==> src/rtl/uart_pkg.sv <==
// -----------------------------------------------------------------------------
// uart_pkg
// Shared constants for the Lab2 UART receive path and its sample-tick
// generator: frame geometry, receiver FSM state encoding and the baud divisor
// table.
//
// Divisor table, DIVISOR[sel] = round(CLK_HZ / (16 * baud)). At 50 MHz:
//   sel : 0     1     2     3     4     5     6     7
//   baud: 300   1200  4800  9600  19200 38400 57600 115200
//   div : 10417 2604  651   326   163   81    54    27
// -----------------------------------------------------------------------------
package uart_pkg;

   localparam int unsigned DATA_BITS       = 8;
   localparam int unsigned SAMPLES_PER_BIT = 16;

   typedef enum logic [2:0] {
      ST_IDLE,
      ST_START,
      ST_DATA,
      ST_PARITY,
      ST_STOP
   } rx_state_e;

   localparam int unsigned BAUD_RATE [8] = '{
      300, 1200, 4800, 9600, 19200, 38400, 57600, 115200
   };

   // Clock cycles per sample tick, rounded to nearest. Only ever evaluated
   // as a constant function, so it never becomes a hardware divider.
   function automatic logic [15:0] baud_divisor(input int unsigned clk_hz,
                                                input logic [2:0]  sel);
      int unsigned baud;
      baud = BAUD_RATE[sel];
      return 16'((clk_hz + (SAMPLES_PER_BIT / 2) * baud) /
                 (SAMPLES_PER_BIT * baud));
   endfunction

   // XOR of all data bits; zero means an even number of ones.
   function automatic logic parity_of(input logic [DATA_BITS-1:0] d);
      return ^d;
   endfunction

endpackage

==> src/rtl/uart_rx_if.sv <==
// -----------------------------------------------------------------------------
// uart_rx_if
// Bundle between the UART receiver and the logic around it.
//   baud_select : line rate select (see uart_pkg divisor table)
//   Rx_EN       : receiver enable
//   RxD         : asynchronous serial line, idles high
//   Rx_DATA     : last completed frame's byte
//   Rx_VALID    : 1-cycle pulse, good frame
//   Rx_FERROR   : 1-cycle pulse, stop bit sampled low
//   Rx_PERROR   : 1-cycle pulse, parity mismatch
// slave  : the receiver itself
// master : the side that drives the line/controls and consumes the results
// -----------------------------------------------------------------------------
interface uart_rx_if;
   import uart_pkg::*;

   logic [2:0]           baud_select;
   logic                 Rx_EN;
   logic                 RxD;
   logic [DATA_BITS-1:0] Rx_DATA;
   logic                 Rx_VALID;
   logic                 Rx_FERROR;
   logic                 Rx_PERROR;

   modport slave (
      input  baud_select, Rx_EN, RxD,
      output Rx_DATA, Rx_VALID, Rx_FERROR, Rx_PERROR
   );

   modport master (
      output baud_select, Rx_EN, RxD,
      input  Rx_DATA, Rx_VALID, Rx_FERROR, Rx_PERROR
   );

endinterface

==> src/rtl/uart_sample_tick.sv <==
// -----------------------------------------------------------------------------
// uart_sample_tick
// 16x-oversampling tick generator. A 16-bit counter counts clk cycles up to
// the selected divisor and emits a one-cycle sample tick on wrap. The
// transmitter can reuse it and divide the ticks by 16 for its bit clock.
//   clk           : system clock
//   reset         : synchronous, active-low
//   en_i          : count enable; counter held at 0 when low
//   baud_select_i : divisor select; any change restarts the count at 0
//   sample_tick_o : one-cycle pulse every DIVISOR[baud_select_i] cycles
// -----------------------------------------------------------------------------
module uart_sample_tick
   import uart_pkg::*;
#(
   parameter int unsigned CLK_HZ = 50000000
) (
   input  logic       clk,
   input  logic       reset,
   input  logic       en_i,
   input  logic [2:0] baud_select_i,
   output logic       sample_tick_o
);

   localparam logic [15:0] DIV_TAB [8] = '{
      baud_divisor(CLK_HZ, 3'd0), baud_divisor(CLK_HZ, 3'd1),
      baud_divisor(CLK_HZ, 3'd2), baud_divisor(CLK_HZ, 3'd3),
      baud_divisor(CLK_HZ, 3'd4), baud_divisor(CLK_HZ, 3'd5),
      baud_divisor(CLK_HZ, 3'd6), baud_divisor(CLK_HZ, 3'd7)
   };

   logic [15:0] cnt_q, cnt_d;
   logic [2:0]  sel_q;
   logic [15:0] last_cnt;

   assign last_cnt = DIV_TAB[baud_select_i] - 16'd1;

   always_comb begin
      cnt_d         = cnt_q + 16'd1;
      sample_tick_o = 1'b0;
      // A freshly changed select must not fire on a count that belonged to
      // the old divisor, so it suppresses the tick as well as restarting.
      if (!en_i || (baud_select_i != sel_q)) begin
         cnt_d = '0;
      end else if (cnt_q == last_cnt) begin
         cnt_d         = '0;
         sample_tick_o = 1'b1;
      end
   end

   always_ff @(posedge clk) begin
      sel_q <= baud_select_i;
      if (!reset) begin
         cnt_q <= '0;
      end else begin
         cnt_q <= cnt_d;
      end
   end

endmodule

==> src/rtl/uart_rx.sv <==
// -----------------------------------------------------------------------------
// uart_rx
// UART receiver: 1 start bit, 8 data bits LSB first, optional even parity,
// 1 stop bit, 16x oversampled with decisions at the middle sample of a bit.
//   clk   : system clock, all state updates on the rising edge
//   reset : synchronous, active-low
//   bus   : uart_rx_if.slave (baud_select, Rx_EN, RxD in;
//           Rx_DATA, Rx_VALID, Rx_FERROR, Rx_PERROR out)
// Parameters: CLK_HZ feeds the divisor table, OVERSAMPLE must be 16,
// PARITY_EN selects whether a parity bit is present and checked.
// -----------------------------------------------------------------------------
module uart_rx
   import uart_pkg::*;
#(
   parameter int unsigned CLK_HZ     = 50000000,
   parameter int unsigned OVERSAMPLE = 16,
   parameter bit          PARITY_EN  = 1'b1
) (
   input  logic      clk,
   input  logic      reset,
   uart_rx_if.slave  bus
);

   localparam int unsigned    SC_W     = $clog2(OVERSAMPLE);
   localparam logic [SC_W-1:0] SC_MID  = SC_W'(OVERSAMPLE / 2 - 1);
   localparam logic [SC_W-1:0] SC_LAST = SC_W'(OVERSAMPLE - 1);
   localparam logic [2:0]     IDX_LAST = 3'(DATA_BITS - 1);

   logic                 sample_tick;
   logic [1:0]           sync_q;
   logic                 rxd_s;

   rx_state_e            state_q, state_d;
   logic [SC_W-1:0]      sc_q, sc_d;
   logic [2:0]           idx_q, idx_d;
   logic [DATA_BITS-1:0] shift_q, shift_d;
   logic                 perr_q, perr_d;
   logic [DATA_BITS-1:0] data_q, data_d;
   logic                 valid_q, valid_d;
   logic                 ferr_q, ferr_d;
   logic                 perr_out_q, perr_out_d;

   uart_sample_tick #(
      .CLK_HZ (CLK_HZ)
   ) u_tick (
      .clk           (clk),
      .reset         (reset),
      .en_i          (bus.Rx_EN),
      .baud_select_i (bus.baud_select),
      .sample_tick_o (sample_tick)
   );

   assign rxd_s = sync_q[1];

   always_comb begin
      state_d    = state_q;
      sc_d       = sc_q;
      idx_d      = idx_q;
      shift_d    = shift_q;
      perr_d     = perr_q;
      data_d     = data_q;
      valid_d    = 1'b0;
      ferr_d     = 1'b0;
      perr_out_d = 1'b0;

      if (!bus.Rx_EN) begin
         // Disabling abandons any frame in progress silently.
         state_d = ST_IDLE;
      end else begin
         case (state_q)
            ST_IDLE: begin
               if (!rxd_s) begin
                  state_d = ST_START;
                  sc_d    = '0;
               end
            end
            ST_START: begin
               if (sample_tick) begin
                  sc_d = sc_q + 1'b1;
                  if ((sc_q == SC_MID) && rxd_s) begin
                     state_d = ST_IDLE;        // start bit too short: glitch
                  end else if (sc_q == SC_LAST) begin
                     state_d = ST_DATA;
                     idx_d   = '0;
                  end
               end
            end
            ST_DATA: begin
               if (sample_tick) begin
                  sc_d = sc_q + 1'b1;
                  if (sc_q == SC_MID) begin
                     shift_d[idx_q] = rxd_s;
                  end
                  if (sc_q == SC_LAST) begin
                     if (idx_q == IDX_LAST) begin
                        state_d = PARITY_EN ? ST_PARITY : ST_STOP;
                     end else begin
                        idx_d = idx_q + 3'd1;
                     end
                  end
               end
            end
            ST_PARITY: begin
               if (sample_tick) begin
                  sc_d = sc_q + 1'b1;
                  if (sc_q == SC_MID) begin
                     perr_d = parity_of(shift_q) ^ rxd_s;
                  end
                  if (sc_q == SC_LAST) begin
                     state_d = ST_STOP;
                  end
               end
            end
            ST_STOP: begin
               if (sample_tick) begin
                  sc_d = sc_q + 1'b1;
                  // Leave at mid-stop rather than end of bit so the next
                  // start edge is caught even if the sender runs a little fast.
                  if (sc_q == SC_MID) begin
                     state_d    = ST_IDLE;
                     data_d     = shift_q;
                     ferr_d     = ~rxd_s;
                     perr_out_d = PARITY_EN && perr_q;
                     valid_d    = rxd_s && !(PARITY_EN && perr_q);
                  end
               end
            end
            default: state_d = ST_IDLE;
         endcase
      end
   end

   always_ff @(posedge clk) begin
      if (!reset) begin
         sync_q     <= 2'b11;
         state_q    <= ST_IDLE;
         sc_q       <= '0;
         idx_q      <= '0;
         perr_q     <= 1'b0;
         data_q     <= '0;
         valid_q    <= 1'b0;
         ferr_q     <= 1'b0;
         perr_out_q <= 1'b0;
      end else begin
         sync_q     <= {sync_q[0], bus.RxD};
         state_q    <= state_d;
         sc_q       <= sc_d;
         idx_q      <= idx_d;
         perr_q     <= perr_d;
         data_q     <= data_d;
         valid_q    <= valid_d;
         ferr_q     <= ferr_d;
         perr_out_q <= perr_out_d;
      end
   end

   // Assembly register is only observed after being fully rewritten by a
   // frame, so it carries no reset.
   always_ff @(posedge clk) begin
      shift_q <= shift_d;
   end

   assign bus.Rx_DATA   = data_q;
   assign bus.Rx_VALID  = valid_q;
   assign bus.Rx_FERROR = ferr_q;
   assign bus.Rx_PERROR = perr_out_q;

endmodule

==> src/flat_wrapper.sv <==
// flat-port wrapper written by rule: the top's interface ports become plain ports
module uart_rx_flat import uart_pkg::*;
#(
   parameter int unsigned CLK_HZ     = 50000000,
   parameter int unsigned OVERSAMPLE = 16,
   parameter bit          PARITY_EN  = 1'b1
)
  (clk, reset, bus_baud_select, bus_Rx_EN, bus_RxD, bus_Rx_DATA, bus_Rx_VALID, bus_Rx_FERROR, bus_Rx_PERROR);
  uart_rx_if bus_i ();
  input  logic clk;
  input  logic reset;
  input wire logic [$bits(bus_i.baud_select)-1:0] bus_baud_select;
  input wire logic [$bits(bus_i.Rx_EN)-1:0] bus_Rx_EN;
  input wire logic [$bits(bus_i.RxD)-1:0] bus_RxD;
  output wire logic [$bits(bus_i.Rx_DATA)-1:0] bus_Rx_DATA;
  output wire logic [$bits(bus_i.Rx_VALID)-1:0] bus_Rx_VALID;
  output wire logic [$bits(bus_i.Rx_FERROR)-1:0] bus_Rx_FERROR;
  output wire logic [$bits(bus_i.Rx_PERROR)-1:0] bus_Rx_PERROR;
  assign bus_i.baud_select = bus_baud_select;
  assign bus_i.Rx_EN = bus_Rx_EN;
  assign bus_i.RxD = bus_RxD;
  assign bus_Rx_DATA = bus_i.Rx_DATA;
  assign bus_Rx_VALID = bus_i.Rx_VALID;
  assign bus_Rx_FERROR = bus_i.Rx_FERROR;
  assign bus_Rx_PERROR = bus_i.Rx_PERROR;
  uart_rx #(.CLK_HZ(CLK_HZ), .OVERSAMPLE(OVERSAMPLE), .PARITY_EN(PARITY_EN)) u_core (.clk(clk), .reset(reset), .bus(bus_i));
endmodule
==> config.mk <==
export PLATFORM = sky130hd
export DESIGN_NAME = uart_rx_flat
export DESIGN_NICKNAME = d
export VERILOG_FILES = /design/src/rtl/uart_pkg.sv /design/src/rtl/uart_rx_if.sv /design/src/rtl/uart_sample_tick.sv /design/src/rtl/uart_rx.sv /design/src/flat_wrapper.sv
export SDC_FILE = /design/constraint.sdc
export NUM_CORES = 1
export LEC_CHECK = 0
export ABC_AREA = 0
export BUFFER_PORTS_ARGS = -buffer_cell sky130_fd_sc_hd__buf_2
export CELL_PAD_IN_SITES_DETAIL_PLACEMENT = 1
export CELL_PAD_IN_SITES_GLOBAL_PLACEMENT = 2
export CORE_ASPECT_RATIO = 1.25
export CORE_MARGIN = 2
export CORE_UTILIZATION = 37
export DETAILED_ROUTE_END_ITERATION = 8
export PLACE_DENSITY = 0.86
export SETUP_SLACK_MARGIN = 0.05
export SLEW_MARGIN = 0
export SYNTH_ARGS = -nofsm -noshare
export SYNTH_HDL_FRONTEND = slang
export SYNTH_SLANG_ARGS = --single-unit
export TNS_END_PERCENT = 1
==> constraint.sdc <==
create_clock -name clk -period 4.33 [get_ports clk]
set_input_delay 0.6495 -clock clk [delete_from_list [all_inputs] [get_ports clk]]
set_output_delay 0.6495 -clock clk [all_outputs]
set_load 0.01 [all_outputs]
* Yosys cells after proc, flatten, opt, wreduce, memory -nomap -nowiden *
Memories as Yosys holds them, arrays and structs flattened.
Cells that the tools add are included.

storage, ports and cells
  register bits after elaboration = 51
  memory bits (read-only) = 128
  bits of input ports = 7
  output and inout port bits = 11
  memories kept = 1

memories
  name              depth  bits a word  rd ports  clocked after Yosys merged registers in  wr ports  line                    source
  (name not given)  8      16           1         0                                        0         uart_sample_tick.sv:35  assign last_cnt = DIV_TAB[baud_select_i] - 16'd1;

cells by class
  add/sub/neg operators = 4
  magnitude comparators = 3
  equality and inequality tests = 23
  multiplexer cells = 29
  bitwise logic cells = 4
  reduce and logical (&&, ||, !) cells = 20

operators with widths
  cell                     count
  $mux W3                  17
  $mux W16                 2
  $ne A2 B1 Y1 const B     10
  $add A16 B1 Y16 const B  1
  $eq A16 B16 Y1           1
  $reduce_and A4 Y1        4
  $sub A16 B1 Y16 const B  1
  $pmux W3 S5              1
  $reduce_and A10 Y1       1
  $bwmux W8                1
  $mux W4                  2
  $pmux W4 S2              1
  $reduce_and A8 Y1        1
  $reduce_xor A8 Y1        1
  $eq A3 B2 Y1 const B     2
  $eq A3 B3 Y1 const B     2
  $ne A2 B2 Y1 const B     3
  $pmux W3 S2              1
  $reduce_and A5 Y1        1
  $add A4 B1 Y4 const B    1
  $eq A4 B3 Y1 const B     1
  $eq A4 B4 Y1 const B     1
  $ge A4 B4 Y1 const B     1
  $lt A3 B4 Y1 const B     1
  18 further kinds         25

* Longest topological paths before layout *
  word-level depth = 10
  mapped depth = 15
  depth with buffers taken out = 14

* Cells and area by module *
Synthesis repeated with hierarchy kept, for this count alone.

second synthesis, totals
  cells, all modules = 302
  area total of the unflattened synthesis = 2813.9 um^2

modules (own cells, without submodules)
  module            times used  cells an instance  area each (um^2)  sequential area each (um^2)
  uart_rx           1           148                1511.4            720.7
  uart_sample_tick  1           154                1302.5            380.4

* Least setup slack after synthesis *
Ideal clock, no wire load.

  path kind = input to register
  start point = in bus_baud_select[0]
  end point = reg u_core.state_q[0]
  library setup time = 70 ps
  arrival = 3549 ps
  path slack = 711 ps
  stages = 12
  cells stage by stage = clkbuf_1 > inv_1 > ha_1 > nor3_1 > o21ai_1 > or3_1 > a222oi_1 > nand4_2 > nor3_4 > a21oi_2 > or4_1 > a21oi_1

between the ends
  word-level cells in the longest chain between the ends = 10
  elaborated cells between the ends (all ways) = 15
  classes of those cells = add/sub (1); eq/ne (6); mux (4); bitwise (1); reduce/logical (2); memory (1)

RTL lines
  element                                      line                    source
  start: declaration                           flat_wrapper.sv:12      input wire logic [$bits(bus_i.baud_select)-1:0] bus_baud_select;
  $not A3 Y4 (not written as such)             uart_sample_tick.sv:35
  $mem_v2 Z8 W16                               --
  $mux W16 (not written as such) (2 in a row)  uart_sample_tick.sv:35
  $sub A16 B1 Y16                              uart_sample_tick.sv:35
  $eq A16 B16 Y1                               uart_sample_tick.sv:44  end else if (cnt_q == last_cnt) begin
  $mux W1                                      uart_sample_tick.sv:44
  $mux W1 *                                    uart_sample_tick.sv:42  if (!en_i || (baud_select_i != sel_q)) begin
  $ne A2 B1 Y1 (no source line)                --
  $reduce_and A10 Y1 (no source line) *        --
  end signal: assignment                       uart_rx.sv:146          state_q <= state_d;
  end: declaration                             uart_rx.sv:33           rx_state_e state_q, state_d;

Every way passes the cells marked *; elsewhere a longest branch is shown, timed or not. The select of a mux whose other input is x is not followed.
A chain may end at the register's enable or synchronous reset.

* Worst setup path after layout *
  start point = in bus_baud_select[0]
  end point = reg u_core.valid_q, in the netlist u_core.bus.Rx_VALID

between the ends
  word-level cells in the longest chain between the ends = 9
  elaborated cells between the ends (all ways) = 11
  classes of those cells = add/sub (1); eq/ne (2); mux (4); bitwise (1); reduce/logical (2); memory (1)

RTL lines
  element                                      line                    source
  $not A3 Y4 (not written as such)             uart_sample_tick.sv:35
  $mem_v2 Z8 W16                               --
  $mux W16 (not written as such) (2 in a row)  uart_sample_tick.sv:35
  $sub A16 B1 Y16                              uart_sample_tick.sv:35
  $eq A16 B16 Y1                               uart_sample_tick.sv:44
  $mux W1                                      uart_sample_tick.sv:44
  $mux W1 *                                    uart_sample_tick.sv:42
  $reduce_and A5 Y1 (no source line) *         --
  end signal: assignment                       uart_rx.sv:151          valid_q <= valid_d;
  end: declaration                             uart_rx.sv:39           logic valid_q, valid_d;

Marked as above.

==> flow_summary_export.csv <==
group,metric,value,unit
synthesis,syn_inst,325,
synthesis,synth-main-ff-cell,"dfxtp_1",
critical_path,cp-start-kind,"input port",
finish,area_growth,9.775,%
pwr,intPower,681.9,µW
synthesis,synth_edf_count,8,
pwr,p_comb_frac,0.083,
global_route,grt_pass1_wl,10.78,mm
route,drtIter0Drc,30,
synthesis,synth_top_area_frac,0.3043,
route,wirelength,6.243,mm
clocking,cts-root-buf,"clkbuf_8",
synthesis,async_flop_share,0,
floorplan,core_area,7401,µm²
route,dr.pass1.iters,4,
global_route,track_usage,0.1667,
floorplan,die_w,82.21,µm
floorplan,placementRows,35,
floorplan,die_h,101.8,µm
sta,rsz0062_at_grt,"no",
finish,layout-drive-gt1-share,0.1056,
route,antenna_left,0,
clocking,cts_made_buffers,5,
route,vias,2262,
finish,nNetsFinal,359,
critical_path,path_class,"in -> reg",
synthesis,yosys-top-cells-area,"dfxtp_1, edfxtp_1, xnor2_1",
synthesis,synth_top_area_cell,"dfxtp_1",
sta,fmaxAchievable,266.9,MHz
synthesis,synth.avg_cell_area,8.705,µm²
sta,fin_setup_tns,0,ns
route,viasPerCell,5.224,
pwr,power_density,287.3,nW/µm²
critical_path,worst_ep_arrival_time,3.98,ns
synthesis,synth_fp_nets,344,
synthesis,ys_top_cells_by_count,"nor2_1, dfxtp_1, nand2_1",
pwr,vdd_drop_max,0.1157,mV
synthesis,yosys_warnings,0,
sta,period_needed,3.747,ns
finish,final_cells,433,
sta,final-hold-violation-count,0,
outcome,status,"finished clean",
clocking,cts_buffer_depth,2,
finish,seqCellArea,1101,µm²
run,maxCapViolCount,0,
floorplan,initial_utilization,0.3822,
clocking,clock-sinks,51,
global_route,antenna_found_initial,0,
place,dp_hpwl,4.657,mm
worst_hold_path,hold_path_class,"reg -> reg",
pwr,leakage,0.001126,µW
clocking,cts_tree,"built",
place,place.gp.congestion,0.8643,
floorplan,die-area,8366,µm²
synthesis,yosysSeqAreaShare,0.3892,
global_route,grt-ovfl-total,0,
critical_path,critPathRequiredTime,4.56,ns
clocking,cts.clk_slew.worst_paths,0.09,ns
pwr,power,892.1,µW
route,drc,0,
synthesis,ys_seq_elements,51,
critical_path,critPathMaxFanout,11,
finish,fillers,889,
place,placed_cells,425,
pwr,sw_frac_of_total,0.2357,
clocking,post-cts-setup-buffer-count,0,
sta,max-slew-margin-rel,0.6054,
pwr,netSwitchingPower,210.2,µW
finish,multiInputGateArea,1663,µm²
sta,clock-skew-final,0.005243,ns
route,wl_per_cell,14.42,µm
synthesis,netlist_area,2829,µm²
sta,worst_slew_pin_slew,0.5770,ns
sta,fin_crit_sh,0.8654,
clocking,clock_latency,0.31,ns
place,port_buffers,17,
synthesis,yosysMostFrequentCell,"nor2_1",
clocking,h-tree-depth,2,
critical_path,endpoint_kind,"flop",
clocking,cts_resized,0,
floorplan,io_pins,18,
sta,finalSetupViolCount,0,
pwr,clock_power_share,0.372,
synthesis,synth.distinct_cells,54,
finish,antennaDiodeCount,0,
clocking,hold_buffers,0,
global_route,grt_pass1_vias,2317,
global_route,grt_max_degree,25,
pwr,seqPwrFrac,0.545,
sta,slew_viol_final,0,
==> placed cells by master (no fill, tap or decap), types with 2 or more instances in the layout <==
cell	n
o21ai_0	10
or2_2	3
and3_1	7
nor4bb_1	2
or4_1	2
inv_1	4
nand2b_1	9
edfxtp_1	8
xor2_1	17
and2_1	2
buf_2	17
nand3_1	17
nor3_1	4
nor2_1	44
nand2_1	39
nor4_1	2
o211ai_1	2
or3_1	3
nor3b_1	2
a21oi_1	5
clkbuf_8	5
nand4_1	4
o21bai_1	2
buf_4	2
ha_1	12
nand4b_1	2
a21o_1	5
xnor2_1	23
a21boi_0	9
nand3b_1	3
mux2i_1	7
dfxtp_1	43
==> area by class of cell <==
| type | count | area share |
|---|---|---|
| clock inverters | 3 | 0.01249 |
| well taps | 92 | 0.03707 |
| clock buffers | 5 | 0.02216 |
| multi-input cells | 258 | 0.5355 |
| flip-flops and latches | 51 | 0.3546 |
| inverters | 5 | 0.006044 |
| repair buffers | 19 | 0.03223 |
==> logic make-up (layout without fill, tap and decap cells) <==
| family | Yosys count | count (layout) | share of synthesized area |
|---|---|---|---|
| fa+ha+maj | 12 | 12 | 0.05307 |
| mux | 7 | 7 | 0.02477 |
| compound gates | 47 | 47 | 0.1154 |
| simple gates | 152 | 152 | 0.2707 |
| xor+xnor | 40 | 40 | 0.1238 |
| flops | 51 | 51 | 0.3892 |
| buf+inv | 16 | 32 | 0.02299 |
==> power groups by stage <==
stage / Combinational [µW] / Sequential (µW) / Clock (µW)
2_1_floorplan: 56.2 / 496 / 0
3_3_place_gp: 73.1 / 497 / 0
3_5_place_dp: 74.1 / 497 / 0
4_1_cts: 74.7 / 486 / 348
5_1_grt: 83.4 / 487 / 359
6_report: 73.9 / 486 / 332
==> state kept, by name, indices dropped and copies added (netlist names) <==
signal                flops
u_core.bus.Rx_FERROR      1
u_core.idx_q              3
u_core.u_tick.sel_q       3
u_core.u_tick.cnt_q      16
u_core.sc_q               4
u_core.shift_q            8
u_core.sync_q             2
u_core.bus.Rx_VALID       1
u_core.state_q            3
u_core.perr_q             1
u_core.bus.Rx_PERROR      1
u_core.bus.Rx_DATA        8
==> final timing paths <==
kind                                              from                   to  slack, ns  cells after the start
worst max-delay path                bus_baud_select[0]  u_core.bus.Rx_VALID       0.58                     15
worst min-delay path                  u_core.sync_q[0]     u_core.sync_q[1]       0.42                      1
worst max register to register  u_core.u_tick.cnt_q[4]  u_core.bus.Rx_VALID       1.32                      9
worst min register to register        u_core.sync_q[0]     u_core.sync_q[1]       0.42                      1
==> critical path, stage by stage <==
cell and delay, ns:
buf_2 0.16, inv_1 0.18, ha_1 0.28, nand2_1 0.09, o21ai_0 0.10, ha_1 0.20, o21ai_1 0.16, a21o_1 0.20
a2111oi_1 0.56, buf_4 0.21, nand4_1 0.14, or2_2 0.34, nor2_2 0.34, nand2_1 0.14, nor3b_1 0.22
==> per-layer routing <==
| layer | share of wire | track usage | wire, µm | vias up |
|---|---|---|---|---|
| li1 | - | - | - | 1146 |
| met1 | 0.43 | 0.1828 | 2655 | 1075 |
| met2 | 0.53 | 0.3077 | 3303 | 29 |
| met3 | 0.020 | 0.02852 | 127 | 12 |
| met4 | 0.025 | 0.07051 | 157 | 0 |
| met5 | 0 | 0 | 0 | - |
==> through the flow <==
stage	util	hold slack, ns	cell area (µm²)	worst slack, ns
6_report	0.4196	0.4244	3105	0.5828
5_1_grt	0.4196	0.4549	3105	0.1352
4_1_cts	0.4196	0.4315	3105	0.6006
3_5_place_dp	0.4051	0.4041	2998	0.3149
3_3_place_gp	0.4051	0.3985	2998	0.4461
2_1_floorplan	-	0.3863	2829	0.7108
No activity file was read; power rests on OpenSTA's default activity.
